`config.mk`:
```
export PLATFORM = sky130hd
export DESIGN_NAME = sram_rd_stream
export DESIGN_NICKNAME = d
export VERILOG_FILES = /design/src/rtl/sram_rd_stream.sv
export SDC_FILE = /design/constraint.sdc
export NUM_CORES = 1
export LEC_CHECK = 0
export CAP_MARGIN = 20
export CORE_MARGIN = 2
export CORE_UTILIZATION = 60
export CTS_BUF_LIST = sky130_fd_sc_hd__clkbuf_8
export DETAILED_ROUTE_END_ITERATION = 8
export HOLD_SLACK_MARGIN = 0.15
export PLACE_DENSITY = 0.83
export SYNTH_ARGS = -nofsm -noshare
export SYNTH_HDL_FRONTEND = slang
export SYNTH_SLANG_ARGS = --single-unit
```
`constraint.sdc`:
```
create_clock -name clk -period 4.3 [get_ports clk]
set_input_delay 1.29 -clock clk [delete_from_list [all_inputs] [get_ports clk]]
set_output_delay 1.29 -clock clk [all_outputs]
set_load 0.05 [all_outputs]
```
`src/rtl/sram_rd_stream.sv`:
```
// Read-side burst engine for one sram bank: turns (addr, len) requests into per-word sram reads
// and delivers the returned words as a valid/ready stream with a per-burst last flag.
module sram_rd_stream #(
  parameter int ADDR_W     = 14,
  parameter int DATA_W     = 16,
  parameter int LEN_W      = 10,
  parameter int FIFO_DEPTH = 4
) (
  input  logic              clk,
  input  logic              rst_n,
  input  logic              req_valid,
  output logic              req_ready,
  input  logic [ADDR_W-1:0] req_addr,
  input  logic [LEN_W-1:0]  req_len,
  output logic              sram_rd_en,
  output logic [ADDR_W-1:0] sram_rd_addr,
  input  logic [DATA_W-1:0] sram_dout,
  output logic              out_valid,
  input  logic              out_ready,
  output logic [DATA_W-1:0] out_data,
  output logic              out_last
);

  localparam int PTR_W = $clog2(FIFO_DEPTH);
  localparam int CNT_W = PTR_W + 1;

  typedef enum logic {S_IDLE, S_BURST} state_t;

  state_t              state_q, state_d;
  logic [ADDR_W-1:0]   cur_addr_q, cur_addr_d;
  logic [LEN_W-1:0]    remain_q, remain_d;
  logic                rd_en_q, rd_en_d;
  logic [ADDR_W-1:0]   rd_addr_q, rd_addr_d;
  logic                s1_last_q, s1_last_d;
  logic                s2_valid_q, s2_valid_d;
  logic                s2_last_q, s2_last_d;
  logic [DATA_W-1:0]   fifo_data_q [FIFO_DEPTH];
  logic [DATA_W-1:0]   fifo_data_d [FIFO_DEPTH];
  logic [FIFO_DEPTH-1:0] fifo_last_q, fifo_last_d;
  logic [PTR_W-1:0]    wr_ptr_q, wr_ptr_d;
  logic [PTR_W-1:0]    rd_ptr_q, rd_ptr_d;
  logic [CNT_W-1:0]    count_q, count_d;

  logic [CNT_W:0]      occupancy;
  logic                credit_ok;
  logic                accept;
  logic                issue;
  logic                issue_last;
  logic [ADDR_W-1:0]   issue_addr;
  logic                push;
  logic                pop;

  // Every read already issued (stage1 = rd_en cycle, stage2 = dout cycle) owns a FIFO slot,
  // so a push can never land on a full FIFO.
  assign occupancy = {1'b0, count_q} + (CNT_W+1)'(rd_en_q) + (CNT_W+1)'(s2_valid_q);
  assign credit_ok = occupancy < (CNT_W+1)'(FIFO_DEPTH);

  assign req_ready = rst_n && (state_q == S_IDLE) && credit_ok;
  assign accept    = req_valid && req_ready;

  assign out_valid = (count_q != '0);
  assign out_data  = fifo_data_q[rd_ptr_q];
  assign out_last  = fifo_last_q[rd_ptr_q];
  assign push      = s2_valid_q;
  assign pop       = out_valid && out_ready;

  assign sram_rd_en   = rd_en_q;
  assign sram_rd_addr = rd_addr_q;

  // The accept cycle issues the first word itself, giving rd_en one cycle after accept.
  always_comb begin
    state_d    = state_q;
    cur_addr_d = cur_addr_q;
    remain_d   = remain_q;
    issue      = 1'b0;
    issue_last = 1'b0;
    issue_addr = cur_addr_q;
    case (state_q)
      S_IDLE: begin
        if (accept) begin
          issue      = 1'b1;
          issue_addr = req_addr;
          issue_last = (req_len == '0);
          cur_addr_d = req_addr + ADDR_W'(1);
          remain_d   = req_len - LEN_W'(1);
          if (req_len != '0) state_d = S_BURST;
        end
      end
      S_BURST: begin
        if (credit_ok) begin
          issue      = 1'b1;
          issue_last = (remain_q == '0);
          cur_addr_d = cur_addr_q + ADDR_W'(1);
          remain_d   = remain_q - LEN_W'(1);
          if (remain_q == '0) state_d = S_IDLE;
        end
      end
      default: state_d = S_IDLE;
    endcase
  end

  always_comb begin
    rd_en_d    = issue;
    rd_addr_d  = issue ? issue_addr : rd_addr_q;
    s1_last_d  = issue && issue_last;
    s2_valid_d = rd_en_q;
    s2_last_d  = s1_last_q;

    fifo_data_d = fifo_data_q;
    fifo_last_d = fifo_last_q;
    wr_ptr_d    = wr_ptr_q;
    rd_ptr_d    = rd_ptr_q;
    if (push) begin
      fifo_data_d[wr_ptr_q] = sram_dout;
      fifo_last_d[wr_ptr_q] = s2_last_q;
      wr_ptr_d              = wr_ptr_q + PTR_W'(1);
    end
    if (pop) rd_ptr_d = rd_ptr_q + PTR_W'(1);
    count_d = count_q + CNT_W'(push) - CNT_W'(pop);
  end

  always_ff @(posedge clk or negedge rst_n) begin
    if (!rst_n) begin
      state_q     <= S_IDLE;
      cur_addr_q  <= '0;
      remain_q    <= '0;
      rd_en_q     <= 1'b0;
      rd_addr_q   <= '0;
      s1_last_q   <= 1'b0;
      s2_valid_q  <= 1'b0;
      s2_last_q   <= 1'b0;
      fifo_data_q <= '{default: '0};
      fifo_last_q <= '0;
      wr_ptr_q    <= '0;
      rd_ptr_q    <= '0;
      count_q     <= '0;
    end else begin
      state_q     <= state_d;
      cur_addr_q  <= cur_addr_d;
      remain_q    <= remain_d;
      rd_en_q     <= rd_en_d;
      rd_addr_q   <= rd_addr_d;
      s1_last_q   <= s1_last_d;
      s2_valid_q  <= s2_valid_d;
      s2_last_q   <= s2_last_d;
      fifo_data_q <= fifo_data_d;
      fifo_last_q <= fifo_last_d;
      wr_ptr_q    <= wr_ptr_d;
      rd_ptr_q    <= rd_ptr_d;
      count_q     <= count_d;
    end
  end

endmodule

```
# Yosys cells after proc, flatten, opt, wreduce, memory -nomap -nowiden
# Cells that the tools add are included.
# op_classes
n_addsub	10
n_lt_le_gt_ge	7
n_eq_ne	2
muxes	30
bitwise_logic	3
reduce_logical	12
# ops
op	n
bitwise mux 64 bit	1
2-to-1 mux 14 bit	4
2-to-1 mux 16 bit	3
binary-select mux 16 bit (select 2 bit)	1
demux 16 bit (select 2 bit)	1
adder 14 x 1 -> 14 bit, second input constant	2
one-hot mux 14 bit (2 select lines)	1
zero test 10 bit	2
2-to-1 mux 10 bit	2
one-hot mux 10 bit (2 select lines)	1
subtractor 10 x 1 -> 10 bit, second input constant	2
2-to-1 mux 1 bit	10
nonzero test 10 bit	1
logical AND 1 bit	7
greater-or-equal comparator 3 bit, second input constant	2
< comparator 2 x 3 -> 1 bit, second input constant	2
inverter 2 -> 3 bit	2
one-hot mux 1 bit (2 select lines)	3
adder 2 x 1 -> 2 bit, second input constant	2
adder 3 x 1 -> 4 bit	1
adder 4 x 1 -> 4 bit	1
bitwise mux 4 bit	1
< comparator 4 x 3 -> 1 bit, second input constant	1
adder 3 x 1 -> 3 bit	1
10 further kinds	10
# totals
regBits	118
inputBits	44
output_inout_bits	34

# Longest topological paths before layout
# depth
word_depth	8
ltp_mapped	12

# Worst setup path before layout
# Ideal clock, no wire load.
# synth_path
path_kind	input to output
from	in rst_n
to	out req_ready
arrival_ps	1734
required_time_ps	3010
setup_slack_ps	1276
cell_stages	1
n_path_buf	0
path_cell_list	and3_1
# synth_between
elab_chain_len	2
# synth_rtl
element	line	text
from (decl)	10	input logic rst_n,
logical AND 1 bit (2 in a row)	58	assign req_ready = rst_n && (state_q == S_IDLE) && credit_ok;
to (decl)	12	output logic req_ready,
# No other way between the ends.

# Worst setup path in the final report
# layout_path
from	reg rd_ptr_q[0]
to	out out_data[15]
# layout_between
elab_chain_len	4
# layout_rtl
element	line	text
from (decl)	41	logic [PTR_W-1:0] rd_ptr_q, rd_ptr_d;
from (signal assigned)	149	rd_ptr_q <= rd_ptr_d;
inverter 2 -> 3 bit (implied by the code)	62	assign out_data = fifo_data_q[rd_ptr_q];
binary-select mux 16 bit (select 2 bit)	62	
2-to-1 mux 16 bit (implied by the code) (2 in a row)	62	
to (decl)	20	output logic [DATA_W-1:0] out_data,
# No other way between the ends. The select of a mux whose other input is x is not followed.

==> results_dict.tcl <==
set metrics [dict create \
    cp.buffers_inverters 2 \
    start_util 0.623 \
    cap_violations 0 \
    path_class "flop to output port" \
    worstSkewPairLatency_ns 0.43 \
    clock_sinks 118 \
    dp_hpwl_um 9590 \
    syn_avg_cell_area_um2 11.9 \
    syn-cell-area_um2 6140 \
    crit_path_start_kind "flop" \
    hold_viol 0 \
    power.internal_mw 3.89 \
    rrSetupSlack_ns 1.39 \
    drcViolationCount 0 \
    grt_pass1_vias 4705 \
    ys_ff_latch 118 \
    async_flop_share 1.00 \
    pre_cts_slack_ns 0.845 \
    critical-path-slowest-cell "clkdlybuf4s50_1" \
    layout-drive-gt1-share 0.260 \
    synth_edf_count 0 \
    h-tree-depth 4 \
    p_comb_frac 0.527 \
    place_area_um2 7050 \
    pwr-share-seq 0.302 \
    ys_types 58 \
    drtIter0Drc 276 \
    min_from "s1_last_q$_DFF_PN0_" \
    path_max_fanout 11 \
    fin_tns_setup_ns 0 \
    first_pass_iters 5 \
    outcome "finished, final reports clean" \
    crit_path_cell_trace "buf_12 -> mux4_2 -> clkdlybuf4s50_1" \
    die_w_um 105 \
    ys_dominant_reg_cell "dfrtp_1" \
    hold_ws_ns 0.355 \
    crit_path_end_kind "output port" \
    hold_path_end "s2_last_q$_DFF_PN0_" \
    pwr-share-clk 0.171 \
    hold_class "flop to flop" \
    antenna_found_initial 0 \
    path_clk_slew_ns 0.07 \
    required_ns 3.01 \
    grt_pass1_wl_um 23700 \
    core_area_um2 9860 \
    cts_buffer_depth 2 \
    fin_crit_sh 0.901 \
    grt_start_max_net_pins 86 \
    wl_per_cell_um 19.4 \
    placed_cells 708 \
    switchingPower_mw 2.86 \
    ioPinCount 78 \
    hold_depth 0 \
    arrival_ns 2.59 \
    skew_ns 0.00938 \
    cts-root-buf "clkbuf_8" \
    slew_headroom 0.420 \
    final_cell_mix "118 x dfrtp_1, 76 x mux2_2, 75 x clkdlybuf4s50_1, 43 x nand2_1, 28 x o21ai_0" \
    io_buffers 77 \
    fillers 618 \
    reg2reg_from "state_q$_DFF_PN0_" \
    power_density_nw_per_um2 895 \
    fmax_mhz 258 \
    die_h_um 105 \
    postCtsSetupBuffers 0 \
    postSynthCellCount 515 \
    critical_path.startpoint "rd_ptr_q[0]$_DFFE_PN0P_" \
    rsz0062_at_grt "no" \
    cts_made_buffers 17 \
    r2r-end "remain_q[8]$_DFFE_PN0P_" \
    die_area_um2 11100 \
    leakage_nw 3.16 \
    via_per_inst 6.14 \
    cts_resized 0 \
    num_vias 4551 \
    syn_nets 570 \
    setup_viol 0 \
    final-max-slew-violation-count 0 \
    power_mw 6.75 \
    final_common_cell "dfrtp_1" \
    hold_buffers 0 \
    cts_tree "yes" \
    switching_share 0.424 \
    grt.total_usage 0.274 \
    fin_crit_ns 3.88 \
    final_cells 741 \
    final_antenna_net_count 0 \
    worst-r2r-cell-count 7 \
    peakVddDrop_uv 540 \
    yosysSeqAreaShare 0.481 \
    layout_setup_ws_ns 0.424 \
    finalNetCount 650 \
    finish.utilization 0.764 \
    final_cell_area_um2 7540 \
    max_stage_delay_ns 0.72 \
    path_delay_family "buffers and inverters" \
    overflow 0 \
    syn_to_final_growth_pct 22.8 \
    worst_pin_slew_ns 0.868 \
    gp_congestion 0.841 \
    num_rows 36 \
    antennaDiodeCount 0 \
    totalWireLength_um 14400 \
    yosys_warnings 0 \
]
## worst max-delay path by stage
| stage | end | slack [ns] | cells past startpoint |
|---|---|---|---|
| global placement | out_data[15] | 0.91 | 3 |
| finish | out_data[15] | 0.42 | 3 |
| detailed placement | out_data[2] | 0.85 | 3 |
| CTS | out_data[15] | 0.37 | 3 |
| floorplan | req_ready | 1.28 | 1 |
| global route | out_data[15] | 0.29 | 3 |
## state kept, by name (all words and copies together), names as in the netlist
signal / cells
fifo_data_q: 64
cur_addr_q: 14
sram_rd_addr: 14
remain_q: 10
fifo_last_q: 4
count_q: 3
rd_ptr_q: 2
wr_ptr_q: 2
push: 1
s1_last_q: 1
s2_last_q: 1
sram_rd_en: 1
state_q: 1
## worst register-to-register path: stages (launching register included)
cell      delay (ns)
dfrtp_1         0.83
buf_4           0.35
mux2i_1         0.26
ha_1            0.28
o21ai_0         0.27
or2_1           0.33
mux2_2          0.28
a221oi_2        0.20
## cell families after synthesis
logic type               share of synthesized area
XOR/XNOR                                    0.0285
adder cells (fa/ha/maj)                     0.0236
buffers and inverters                       0.0279
flip-flops                                   0.481
AND/OR/NAND/NOR                              0.110
AO/OA/AOI/OAI                               0.0984
multiplexers                                 0.231
## routing by layer
layer  vias to the layer above  GRT usage  part of all wire
li1                       2083          -                 -
met1                      2283      0.344              0.41
met2                       176      0.477              0.53
met3                         9     0.0643             0.052
met4                         0     0.0724            0.0063
met5                         -          0                 0
## power groups by stage
| stage | clock network (mW) | registers, mW | logic [mW] |
|---|---|---|---|
| 2_1_floorplan | 0 | 2.06 | 2.51 |
| 3_3_place_gp | 0 | 1.99 | 3.42 |
| 3_5_place_dp | 0 | 2.04 | 3.53 |
| 4_1_cts | 1.17 | 2.03 | 3.56 |
| 5_1_grt | 1.22 | 2.10 | 3.80 |
| 6_report | 1.15 | 2.04 | 3.55 |
## cell usage after synthesis (3+ instances only)
cell type    n  area share
a21oi_1     17       0.014
nand3b_1     7      0.0086
mux4_2      17       0.062
or2_2        4      0.0041
a22oi_2      3      0.0061
nor2_1      11      0.0067
nand3_1     14       0.011
xor2_1      11       0.016
nand2_1     43       0.026
dfrtp_1    118        0.48
or3_1        6      0.0061
o221a_2      4      0.0073
o22ai_1     11       0.011
buf_2       11      0.0090
nand2b_1     4      0.0041
xnor2_1      9       0.013
ha_1        10       0.020
mux2i_1     18       0.029
nor3b_1      3      0.0037
nor3_1      17       0.014
o21ai_0     28       0.023
nor4_1       4      0.0041
inv_1        9      0.0055
mux2_2      76        0.14
clkbuf_1    13      0.0079
a221oi_1     3      0.0043
## layout make-up
type,instances,area (um2),share of cell area
inverters,10,37.5,0.00498
clock buffers,21,289,0.0383
multi-input cells,359,3020,0.401
clock inverters,11,171,0.0227
repair buffers,89,901,0.119
well taps,133,166,0.0221
flip-flops and latches,118,2950,0.392
No activity file was read; power rests on OpenSTA's default activity.
